File: src/rtl/lhd_sched_pkg.sv
// lhd_sched_pkg: shared state encoding, default parameters and id sizing for lhd_hash_scheduler
package lhd_sched_pkg;
    typedef enum logic [2:0] {S_IDLE, S_CRST, S_FEED, S_GAP, S_WAIT, S_RESP} sched_state_t;
    localparam int DEF_N_REQ       = 4;
    localparam int DEF_LEN_W       = 16;
    localparam int DEF_RST_CYC     = 2;
    localparam int DEF_GAP_CYC     = 1;
    localparam int DEF_TIMEOUT_CYC = 1024;
    function automatic int ID_W(input int n);
        return (n < 2) ? 1 : $clog2(n);
    endfunction
endpackage

File: src/rtl/lhd_hash_scheduler_rr_arbiter.sv
// rr_arbiter: one-hot pick of the first requester at or after the pointer, cyclically
module rr_arbiter
    import lhd_sched_pkg::*;
#(
    parameter int  N  = DEF_N_REQ,
    localparam int IW = ID_W(N)
) (
    input  logic [N-1:0]  req_i,
    input  logic [IW-1:0] ptr_i,
    output logic [N-1:0]  gnt_o,
    output logic [IW-1:0] id_o
);
    // Scan farthest-first so the candidate nearest the pointer overwrites the rest
    always_comb begin
        gnt_o = '0;
        id_o  = '0;
        for (int k = N - 1; k >= 0; k--) begin
            if (req_i[(int'(ptr_i) + k) % N]) begin
                gnt_o = '0;
                gnt_o[(int'(ptr_i) + k) % N] = 1'b1;
                id_o = IW'((int'(ptr_i) + k) % N);
            end
        end
    end
endmodule

File: src/rtl/lhd_hash_scheduler.sv
// lhd_hash_scheduler: round-robin sharing of one lightHashDES core between N_REQ byte-stream requesters
module lhd_hash_scheduler
    import lhd_sched_pkg::*;
#(
    parameter int  N_REQ       = DEF_N_REQ,
    parameter int  LEN_W       = DEF_LEN_W,
    parameter int  RST_CYC     = DEF_RST_CYC,
    parameter int  GAP_CYC     = DEF_GAP_CYC,
    parameter int  TIMEOUT_CYC = DEF_TIMEOUT_CYC,
    localparam int IW          = ID_W(N_REQ)
) (
    input  logic                   clk,
    input  logic                   rst,
    input  logic [N_REQ-1:0]       req,
    input  logic [N_REQ*LEN_W-1:0] req_len,
    input  logic [N_REQ-1:0]       in_valid,
    input  logic [N_REQ*8-1:0]     in_data,
    output logic [N_REQ-1:0]       in_ready,
    output logic [N_REQ-1:0]       gnt,
    output logic                   core_rst_n,
    output logic                   core_M_valid,
    output logic [7:0]             core_M,
    output logic [63:0]            core_input_length,
    input  logic                   core_hash_ready,
    input  logic [31:0]            core_digest,
    output logic                   rsp_valid,
    input  logic                   rsp_ready,
    output logic [IW-1:0]          rsp_id,
    output logic [31:0]            rsp_digest,
    output logic                   rsp_err,
    output logic                   busy
);
    localparam int TW = $clog2(TIMEOUT_CYC + RST_CYC + GAP_CYC + 1) + 1;

    sched_state_t     state_q, state_d;
    logic [IW-1:0]    ptr_q, id_q, arb_id;
    logic [N_REQ-1:0] gnt_q, arb_gnt;
    logic [LEN_W-1:0] len_q, cnt_q, cnt_inc;
    logic [TW-1:0]    tmr_q;
    logic [7:0]       core_m_q;
    logic [31:0]      rsp_digest_q;
    logic             core_rst_n_q, core_m_valid_q, rsp_err_q, byte_acc;

    rr_arbiter #(.N(N_REQ)) u_arb (
        .req_i (req),
        .ptr_i (ptr_q),
        .gnt_o (arb_gnt),
        .id_o  (arb_id)
    );

    assign byte_acc          = (state_q == S_FEED) && in_valid[id_q];
    assign cnt_inc           = cnt_q + LEN_W'(1);
    assign gnt               = gnt_q;
    assign core_rst_n        = core_rst_n_q;
    assign core_M_valid      = core_m_valid_q;
    assign core_M            = core_m_q;
    assign core_input_length = 64'(len_q);
    assign rsp_id            = id_q;
    assign rsp_digest        = rsp_digest_q;
    assign rsp_err           = rsp_err_q;

    // State register
    always_ff @(posedge clk) begin
        if (rst) state_q <= S_IDLE;
        else     state_q <= state_d;
    end

    // Session sequencing; a zero-length message skips straight from core reset to waiting
    always_comb begin
        state_d = state_q;
        case (state_q)
            S_IDLE: if (|req) state_d = S_CRST;
            S_CRST: if (tmr_q == TW'(RST_CYC - 1)) state_d = (len_q == '0) ? S_WAIT : S_FEED;
            S_FEED: if (byte_acc) state_d = (GAP_CYC > 0) ? S_GAP : ((cnt_inc == len_q) ? S_WAIT : S_FEED);
            S_GAP:  if (tmr_q == TW'(GAP_CYC - 1)) state_d = (cnt_q == len_q) ? S_WAIT : S_FEED;
            S_WAIT: if (core_hash_ready || tmr_q == TW'(TIMEOUT_CYC - 1)) state_d = S_RESP;
            S_RESP: if (rsp_ready) state_d = S_IDLE;
            default: state_d = S_IDLE;
        endcase
    end

    // Outputs decoded straight from the current state
    always_comb begin
        in_ready  = (state_q == S_FEED) ? gnt_q : '0;
        rsp_valid = state_q == S_RESP;
        busy      = state_q != S_IDLE;
    end

    // Session datapath: grant latch, per-state timer, byte pacing and response capture
    always_ff @(posedge clk) begin
        if (rst) begin
            ptr_q          <= '0;
            id_q           <= '0;
            gnt_q          <= '0;
            len_q          <= '0;
            cnt_q          <= '0;
            tmr_q          <= '0;
            core_rst_n_q   <= 1'b0;
            core_m_valid_q <= 1'b0;
            core_m_q       <= '0;
            rsp_digest_q   <= '0;
            rsp_err_q      <= 1'b0;
        end else begin
            core_m_valid_q <= byte_acc;
            tmr_q          <= (state_d != state_q) ? '0 : tmr_q + TW'(1);
            if (state_q == S_IDLE && |req) begin
                gnt_q        <= arb_gnt;
                id_q         <= arb_id;
                len_q        <= req_len[LEN_W*arb_id +: LEN_W];
                cnt_q        <= '0;
                core_rst_n_q <= 1'b0;
            end
            if (state_q == S_CRST && state_d != S_CRST) core_rst_n_q <= 1'b1;
            if (byte_acc) begin
                core_m_q <= in_data[8*id_q +: 8];
                cnt_q    <= cnt_inc;
            end
            if (state_q == S_WAIT && state_d == S_RESP) begin
                rsp_digest_q <= core_hash_ready ? core_digest : '0;
                rsp_err_q    <= !core_hash_ready;
            end
            if (state_q == S_RESP && rsp_ready) begin
                gnt_q <= '0;
                ptr_q <= (id_q == IW'(N_REQ - 1)) ? '0 : id_q + IW'(1);
            end
        end
    end
endmodule

File: config.mk
export PLATFORM = sky130hd
export DESIGN_NAME = lhd_hash_scheduler
export DESIGN_NICKNAME = d
export VERILOG_FILES = /design/src/rtl/lhd_sched_pkg.sv /design/src/rtl/lhd_hash_scheduler_rr_arbiter.sv /design/src/rtl/lhd_hash_scheduler.sv
export SDC_FILE = /design/constraint.sdc
export NUM_CORES = 1
export LEC_CHECK = 0
export BUFFER_PORTS_ARGS = -buffer_cell sky130_fd_sc_hd__buf_4
export CORE_UTILIZATION = 45
export CTS_CLUSTER_SIZE = 12
export DETAILED_ROUTE_END_ITERATION = 7
export GPL_TIMING_DRIVEN = 1
export PLACE_DENSITY = 0.76
export SKIP_CTS_REPAIR_TIMING = 1
export SLEW_MARGIN = 40
export SYNTH_ARGS = -nofsm -noshare
export SYNTH_HDL_FRONTEND = slang
export SYNTH_SLANG_ARGS = --single-unit
File: constraint.sdc
create_clock -name clk -period 4.6 [get_ports clk]
set_input_delay 0.46 -clock clk [delete_from_list [all_inputs] [get_ports clk]]
set_output_delay 0.46 -clock clk [all_outputs]
set_load 0.02 [all_outputs]
==> results.cfg, run 1 <==
[yosys]
synth_top_area_share_pct = 31.2
synth_edf_count = 0
syn_area_mm2 = 0.00628
ys_types = 70
synth_top_area_cell = dfxtp_1
ys.flop_type = dfxtp_1
netlist_instances = 741
yosysMostFrequentCell = dfxtp_1
synth.area.top_cells = dfxtp_1, buf_4, nand2_1
synthArstFlopShare_pct = 0
yosysSeqAreaShare_pct = 31.2
synth_commonest_cells = dfxtp_1, nand2_1, a21oi_1, buf_4, nand3_1
ys_warn_count = 0
syn_avg_cell_area_um2 = 8.48
ys_ff_latch = 98

[critical_path]
crit_type = flop to flop
end_kind = flop
startpoint_type = flop
r2r-end = len_q[1]
r2r_cells = 8
crit_fanout = 23
worstReg2RegStart = ptr_q[1]
required_ns = 4.86
rrSetupSlack_ns = 1.20
cp.arrival_ns = 3.66

[hold_path]
hold_class = input pin to flop
worstHoldEndpoint = rsp_digest[8]
whs_path_depth = 3
holdCritStartpoint = core_digest[8]

[floorplanning]
ios = 259
die_area_mm2 = 0.0144
die_w_um = 120
initial_core_util_pct = 46.7
coreArea_mm2 = 0.0135
fp.dieH_um = 120
core.rowCount = 42

[final_layout]
syn2layout_area_growth_pct = 27.1
drive_gt1_share_pct = 30.6
fillCellCount = 1247
diodes = 0
final_core_util_pct = 59.4
nNetsFinal = 1065
fin_cells = 1093

[run_status]
status = completed

[clock_network]
numCtsBuffers = 9
cts_root_buffer = clkbuf_16
cts_tree = yes
clkLatencyLatePin_ns = 0.35
cts.clk_slew.worst_paths_ns = 0.08
h-tree-depth = 3
clockBufferDepth = 2
clkSinkCount = 98

[placement]
hpwlAfterDp_um = 13000
dp_slack_ns = 1.10
io_buffers = 210
place_inst = 1077
gp_congestion = 0.864

[power_and_ir_drop]
ir_drop_v = 0.000194
cellLeakagePower_uw = 0.00337
powerDensity_mw_per_mm2 = 309

[grt]
grt_pass1_wl_um = 28000
grt_max_degree = 70
grt_pass1_vias = 5718
grt_remaining_overflow = 0
antenna_found_initial = 0
track_usage_pct = 23.8

[timing]
finalCritPeriodShare_pct = 74.0
whs_ns = 0.385
fin_ws_ns = 1.20
fmax_mhz = 294
period_needed_ns = 3.40
drv_slew = 0
fin_skew_ns = 0.0106
setup_tns_ns = 0
worstMarginPinSlew_ns = 0.756
slew_headroom_pct = 49.3
setup_viol = 0
grt_setup_unrepaired = no
hold_viol_final = 0

[detailed_routing]
wirelength_um = 17700
firstDrtPassIters = 4
route.detailed.drc = 0
drt-vias-per-instance = 5.58
antenna_left = 0
avgRoutedWirePerCell_um = 16.2
num_vias = 6094
drt_iter0_markers = 422

[job]
drv_cap = 0
==> cell usage in the layout, fill, tap and decap left out, drive strengths merged, types with 3 or more instances in the layout <==
| cell | instances |
|---|---|
| nor2 | 34 |
| and2 | 8 |
| nor3 | 13 |
| nor3b | 7 |
| conb | 48 |
| dfxtp | 98 |
| o21a | 7 |
| a221oi | 11 |
| a211oi | 19 |
| mux2 | 6 |
| mux2i | 26 |
| a21oi | 53 |
| clkbuf | 10 |
| nand3 | 47 |
| nand3b | 6 |
| nand4 | 11 |
| a2111oi | 5 |
| mux4 | 11 |
| or2 | 3 |
| o2111ai | 18 |
| inv | 26 |
| a21boi | 4 |
| ha | 13 |
| buf | 217 |
| and3 | 9 |
| nor4 | 11 |
| a31oi | 3 |
| nand2 | 83 |
| o21ai | 30 |
| a221o | 5 |
| xnor2 | 7 |
| nand2b | 3 |
| o211ai | 19 |
| xor2 | 22 |
==> flip-flops by register name, indices dropped and copies added, names as in the netlist <==
name and cells:
ptr_q 2, core_M 8, len_q 16, tmr_q 12, rsp_err 1, rsp_digest 32
state_q 3, rsp_id 2, core_rst_n 1, gnt 4, cnt_q 16, core_M_valid 1
==> kinds of logic after synthesis <==
family	after synthesis	synth area share, %
xor gates and xnor gates	29	4.04
AOI/OAI and AO/OA	188	21.5
adders and majority gates	13	2.59
buffers and inverters	126	11.4
and+or+nand+nor	243	19.9
muxes	43	9.28
other	1	0.0597
DFF	98	31.2
==> how the worst max path moves through the flow <==
stage,start,to,slack (ns),cells after the start
2_1_floorplan,ptr_q[0],len_q[15],1.80,11
3_3_place_gp,ptr_q[1],len_q[1],1.15,8
3_5_place_dp,ptr_q[1],len_q[1],1.10,8
4_1_cts,ptr_q[1],len_q[13],1.06,8
5_1_grt,ptr_q[1],len_q[1],0.92,8
6_report,ptr_q[1],len_q[1],1.20,8
==> critical path, stage by stage, from the launching register on <==
cell      delay (ns)
dfxtp_1         0.69
inv_1           0.24
ha_1            0.57
mux2i_2         0.57
o211a_1         0.47
a21oi_4         0.04
buf_4           0.27
mux2i_1         0.17
a221oi_2        0.27
==> layer usage <==
metal	GRT usage, %	up-vias	part of all wire, %
met5	0	-	0
met4	6.72	0	1.4
met3	3.42	21	4.9
met2	42.0	212	52
met1	29.8	2903	42
li1	-	2958	-
==> cell type report <==
cell class	instances	area, um^2	share of cell area, %
Inverter	22	82.6	1.03
Multi-Input combinational cell	564	3800	47.6
Clock buffer	10	239	2.99
Tap cell	176	220	2.76
Timing Repair Buffer	217	1630	20.4
Sequential cell	98	1960	24.6
Clock inverter	6	55.1	0.689
==> report_power, final <==
group | internal (uW) | switching [uW]
registers | 904 | 83.4
clock network | 394 | 358
logic | 314 | 416
==> through the flow <==
step           power (uW)  instance area [um^2]
2_1_floorplan        1490                  6460
3_3_place_gp         1720                  7680
3_5_place_dp         1730                  7680
4_1_cts              2480                  7980
5_1_grt              2580                  7990
6_report             2470                  7990
Power figures use the tool's default switching activity.
==> inputs of run 2 (changes only) <==
==> constraint.sdc (replaced) <==
create_clock -name clk -period 3.2 [get_ports clk]
set_input_delay 0.32 -clock clk [delete_from_list [all_inputs] [get_ports clk]]
set_output_delay 0.32 -clock clk [all_outputs]
set_load 0.02 [all_outputs]
==> run 2 against run 1 <==
  * Setup slack worse by 0.78 ns
  * Via count grew 0.33%
  * Clock-buffer cell count fell by 1
  * Combinational power increased by 45%
  * Largest power group unchanged
  * Total power rose by 45%
  * Maximum frequency increased by 22%
  * Sequential cell count unchanged
  * Largest cell class unchanged
  * Die area unchanged
  * Clock skew down 0.00080 ns
  * Hold slack worse by 0.15 ns
  * Critical path depth grew 1
  * Cell area up 0.66%
==> results.cfg, run 2 (synthesized netlist as in run 1, its figures left out) <==
[run_status]
status = completed

[hold_path]
hold_class = input pin to flop
whs_path_depth = 3
holdCritStartpoint = core_digest[29]
worstHoldEndpoint = rsp_digest[29]

[timing]
setup_viol = 0
period_needed_ns = 2.79
hold_viol_final = 0
grt_setup_unrepaired = no
drv_slew = 0
slew_headroom_pct = 51.1
finalCritPeriodShare_pct = 87.1
setup_tns_ns = 0
fmax_mhz = 359
worstMarginPinSlew_ns = 0.734
whs_ns = 0.232
fin_skew_ns = 0.00976

[placement]
gp_congestion = 0.900
io_buffers = 210
hpwlAfterDp_um = 13100

[critical_path]
crit_fanout = 20
rrSetupSlack_ns = 0.41
cp.arrival_ns = 3.00
crit_type = flop to flop
r2r-end = len_q[9]
r2r_cells = 9
startpoint_type = flop
worstReg2RegStart = ptr_q[1]
end_kind = flop
required_ns = 3.41

[clock_network]
clkLatencyLatePin_ns = 0.36
numCtsBuffers = 9
cts.clk_slew.worst_paths_ns = 0.08
cts_tree = yes
clockBufferDepth = 2
cts_root_buffer = clkbuf_16
clkSinkCount = 98
h-tree-depth = 3

[power_and_ir_drop]
powerDensity_mw_per_mm2 = 446
cellLeakagePower_uw = 0.00340
ir_drop_v = 0.000280

[detailed_routing]
drt_iter0_markers = 350
wirelength_um = 17800
num_vias = 6114
avgRoutedWirePerCell_um = 16.2
route.detailed.drc = 0
drt-vias-per-instance = 5.56
antenna_left = 0
firstDrtPassIters = 4

[grt]
grt_remaining_overflow = 0
grt_pass1_vias = 5692
track_usage_pct = 24.0
grt_max_degree = 70
grt_pass1_wl_um = 28000
antenna_found_initial = 0

[floorplanning]
fp.dieH_um = 120
die_area_mm2 = 0.0144
die_w_um = 120
coreArea_mm2 = 0.0135
ios = 259
core.rowCount = 42
initial_core_util_pct = 46.7

[final_layout]
nNetsFinal = 1071
largest_reg_flops = 32
ff_latch_area_mm2 = 0.00196
drive_gt1_share_pct = 30.9
multi_input_area_mm2 = 0.00379
syn2layout_area_growth_pct = 27.9
diodes = 0
final_cell_mix = buf_4, dfxtp_1, nand2_1
final_common_cell = buf_4
fillCellCount = 1254

[job]
drv_cap = 0
-- run 2: changes by cell type in the layout (fill, tap and decap cells not counted), sizes merged --
cell	previous run	this run
clkbuf	10	9
inv	26	25
buf	217	223
clkinv	2	4
-- run 2: cell type report --
type | count | share of cell area (%)
Clock buffer | 9 | 2.80
Clock inverter | 7 | 1.01
Inverter | 22 | 1.03
Multi-Input combinational cell | 564 | 47.2
Sequential cell | 98 | 24.4
Tap cell | 176 | 2.74
Timing Repair Buffer | 223 | 20.8
-- run 2: how the worst max path moves through the flow --
stage	cells after the start	end	from	slack [ns]
6_report	9	len_q[9]	ptr_q[1]	0.41
5_1_grt	9	len_q[9]	ptr_q[1]	0.23
4_1_cts	9	len_q[9]	ptr_q[1]	0.43
3_5_place_dp	9	len_q[9]	ptr_q[1]	0.45
3_3_place_gp	9	len_q[13]	ptr_q[1]	0.56
2_1_floorplan	11	len_q[15]	ptr_q[0]	0.40
-- run 2: power by group --
group / switching (uW) / internal [uW]
combinational: 601 / 455
clock: 547 / 558
sequential: 121 / 1300
-- run 2: per-stage QoR --
stage | instance area [um^2] | setup WS, ns | util, % | power [uW] | std cells
after floorplan | 6460 | 0.404 | - | 2140 | 788
after global routing | 8040 | 0.233 | 59.7 | 3740 | 1099
after global placement | 7720 | 0.557 | 57.4 | 2480 | 1083
final | 8040 | 0.414 | 59.7 | 3580 | 1099
after CTS | 8030 | 0.432 | 59.7 | 3590 | 1099
after detailed placement | 7720 | 0.447 | 57.4 | 2490 | 1083
-- run 2: critical path: stages, from the launching register on --
cell and delay, ns:
dfxtp_1 0.33, inv_1 0.11, ha_1 0.51, mux2i_1 0.13, buf_4 0.19, o211a_1 0.36
a21oi_4 0.25, buf_4 0.36, mux2i_1 0.29, a221oi_2 0.10
-- run 2: per-layer routing --
metal  vias to the layer above  GRT usage [%]  wire length (um)
li1                       2961              -                 -
met1                      2901           30.1              7310
met2                       231           42.0              9090
met3                        21           4.42              1120
met4                         0           5.86               257
met5                         -              0                 0
==> inputs of run 3 (changes only) <==
--- a/config.mk
+++ b/config.mk
@@ -11,6 +11,7 @@
 export DETAILED_ROUTE_END_ITERATION = 7
 export GPL_TIMING_DRIVEN = 1
 export PLACE_DENSITY = 0.76
+export RECOVER_POWER = 100
 export SKIP_CTS_REPAIR_TIMING = 1
 export SLEW_MARGIN = 40
 export SYNTH_ARGS = -nofsm -noshare
==> run 3 against run 2 <==
  * Largest cell class unchanged
  * Largest power group unchanged
  * First-iteration DRC count down 15%
  * Sequential cell count is the same
  * Critical path depth is 2 lower
  * Cell area is 4.2% lower
  * Sequential power hardly changed
  * Non-clock buffer count stayed put
  * Cell count unchanged
==> results.cfg, run 3 (synthesized netlist as in run 1, its figures left out) <==
[run_status]
status = completed

[final_layout]
fillCellCount = 1334
diodes = 0
final_cell_mix = buf_4, dfxtp_1, nand2_1
drive_gt1_share_pct = 22.2
ff_latch_area_mm2 = 0.00196
syn2layout_area_growth_pct = 22.6
largest_reg_flops = 32
multi_input_area_mm2 = 0.00371
fin_cells = 1099
nNetsFinal = 1071
final_common_cell = buf_4

[critical_path]
worstSetupEndpoint = tmr_q[3]
r2r-end = tmr_q[3]
end_kind = flop
rrSetupSlack_ns = 0.36
cp.arrival_ns = 3.11
worstReg2RegStart = rsp_id[0]
slowest_delay_ns = 0.59
crit_path_start = rsp_id[0]
crit_type = flop to flop
startpoint_type = flop
crit_top_cell = buf_4
crit_buf_inv = 2
cp.depth = 7
crit_fanout = 15
path_delay_family = simple AND/OR/NAND/NOR gates
cp_slowest_cell = nor2_1
r2r_cells = 7
crit_chain = buf_4 > mux4_2 > and2_1 > nor2_1 > a32oi_1 > buf_4 > nor3_1
required_ns = 3.46

[timing]
grt_setup_unrepaired = no
fin_skew_ns = 0.0107
setup_viol = 0
drv_slew = 0
hold_viol_final = 0
slew_headroom_pct = 50.1
setup_tns_ns = 0
fmax_mhz = 352
worstMarginPinSlew_ns = 0.746
finalCritPeriodShare_pct = 88.8
period_needed_ns = 2.84

[floorplanning]
coreArea_mm2 = 0.0135
initial_core_util_pct = 46.7
die_area_mm2 = 0.0144
ios = 259
core.rowCount = 42
die_w_um = 120
fp.dieH_um = 120

[power_and_ir_drop]
ir_drop_v = 0.000277
powerDensity_mw_per_mm2 = 454
cellLeakagePower_uw = 0.00309

[placement]
place_inst = 1083
hpwlAfterDp_um = 13100
gp_congestion = 0.900
io_buffers = 210

[detailed_routing]
avgRoutedWirePerCell_um = 16.3
num_vias = 6095
route.detailed.drc = 0
antenna_left = 0
wirelength_um = 17900
drt_iter0_markers = 297
firstDrtPassIters = 4
drt-vias-per-instance = 5.55

[grt]
grt_max_degree = 70
track_usage_pct = 24.0
grt_pass1_wl_um = 28000
antenna_found_initial = 0
grt_remaining_overflow = 0
grt_pass1_vias = 5692

[clock_network]
cts_tree = yes
clkLatencyLatePin_ns = 0.36
cts.clk_slew.worst_paths_ns = 0.08
cts_root_buffer = clkbuf_16
clockBufferDepth = 2
clkSinkCount = 98
numCtsBuffers = 9
h-tree-depth = 3

[job]
drv_cap = 0

[hold_path]
hold_class = input pin to flop
run 3: area by class of cell:
type | count | area share (%)
Tap cell | 176 | 2.86
Timing Repair Buffer | 223 | 18.4
Clock buffer | 9 | 2.92
Inverter | 22 | 1.07
Multi-Input combinational cell | 564 | 48.2
Clock inverter | 7 | 1.06
Sequential cell | 98 | 25.5
run 3: report_power, final:
part / internal (uW) / switching (uW)
registers: 1300 / 115
logic: 392 / 587
clock network: 558 / 549
total: 2250 / 1250
run 3: how the worst min path moves through the flow:
stage / endpoint / cells past startpoint / slack [ns] / startpoint
finish: rsp_digest[29] / 3 / 0.23 / core_digest[29]
global route: rsp_digest[29] / 3 / 0.23 / core_digest[29]
CTS: rsp_digest[29] / 3 / 0.23 / core_digest[29]
floorplan: cnt_q[14] / 2 / 0.48 / cnt_q[14]
global placement: rsp_digest[24] / 2 / 0.44 / rsp_digest[24]
detailed placement: rsp_digest[0] / 2 / 0.44 / rsp_digest[0]
run 3: stage by stage:
stage / worst slack [ns] / hold WS (ns) / power (uW) / area, um^2 / util (%)
2_1_floorplan: 0.404 / 0.476 / 2140 / 6460 / -
3_3_place_gp: 0.557 / 0.439 / 2480 / 7720 / 57.4
3_5_place_dp: 0.447 / 0.444 / 2490 / 7720 / 57.4
4_1_cts: 0.432 / 0.230 / 3590 / 8030 / 59.7
5_1_grt: 0.181 / 0.229 / 3650 / 7700 / 57.2
6_report: 0.358 / 0.233 / 3500 / 7700 / 57.2
run 3: worst register-to-register path, stage by stage (launching register included):
cell and delay, ns:
dfxtp_1 0.32, buf_4 0.24, mux4_2 0.58, and2_1 0.37
nor2_1 0.59, a32oi_1 0.19, buf_4 0.23, nor3_1 0.23
run 3: layer usage:
layer | GRT usage, % | vias up | wire, um
met2 | 42.0 | 224 | 9080
met1 | 30.1 | 2892 | 7480
met5 | 0 | - | 0
met4 | 5.86 | 0 | 238
li1 | - | 2957 | -
met3 | 4.42 | 22 | 1060
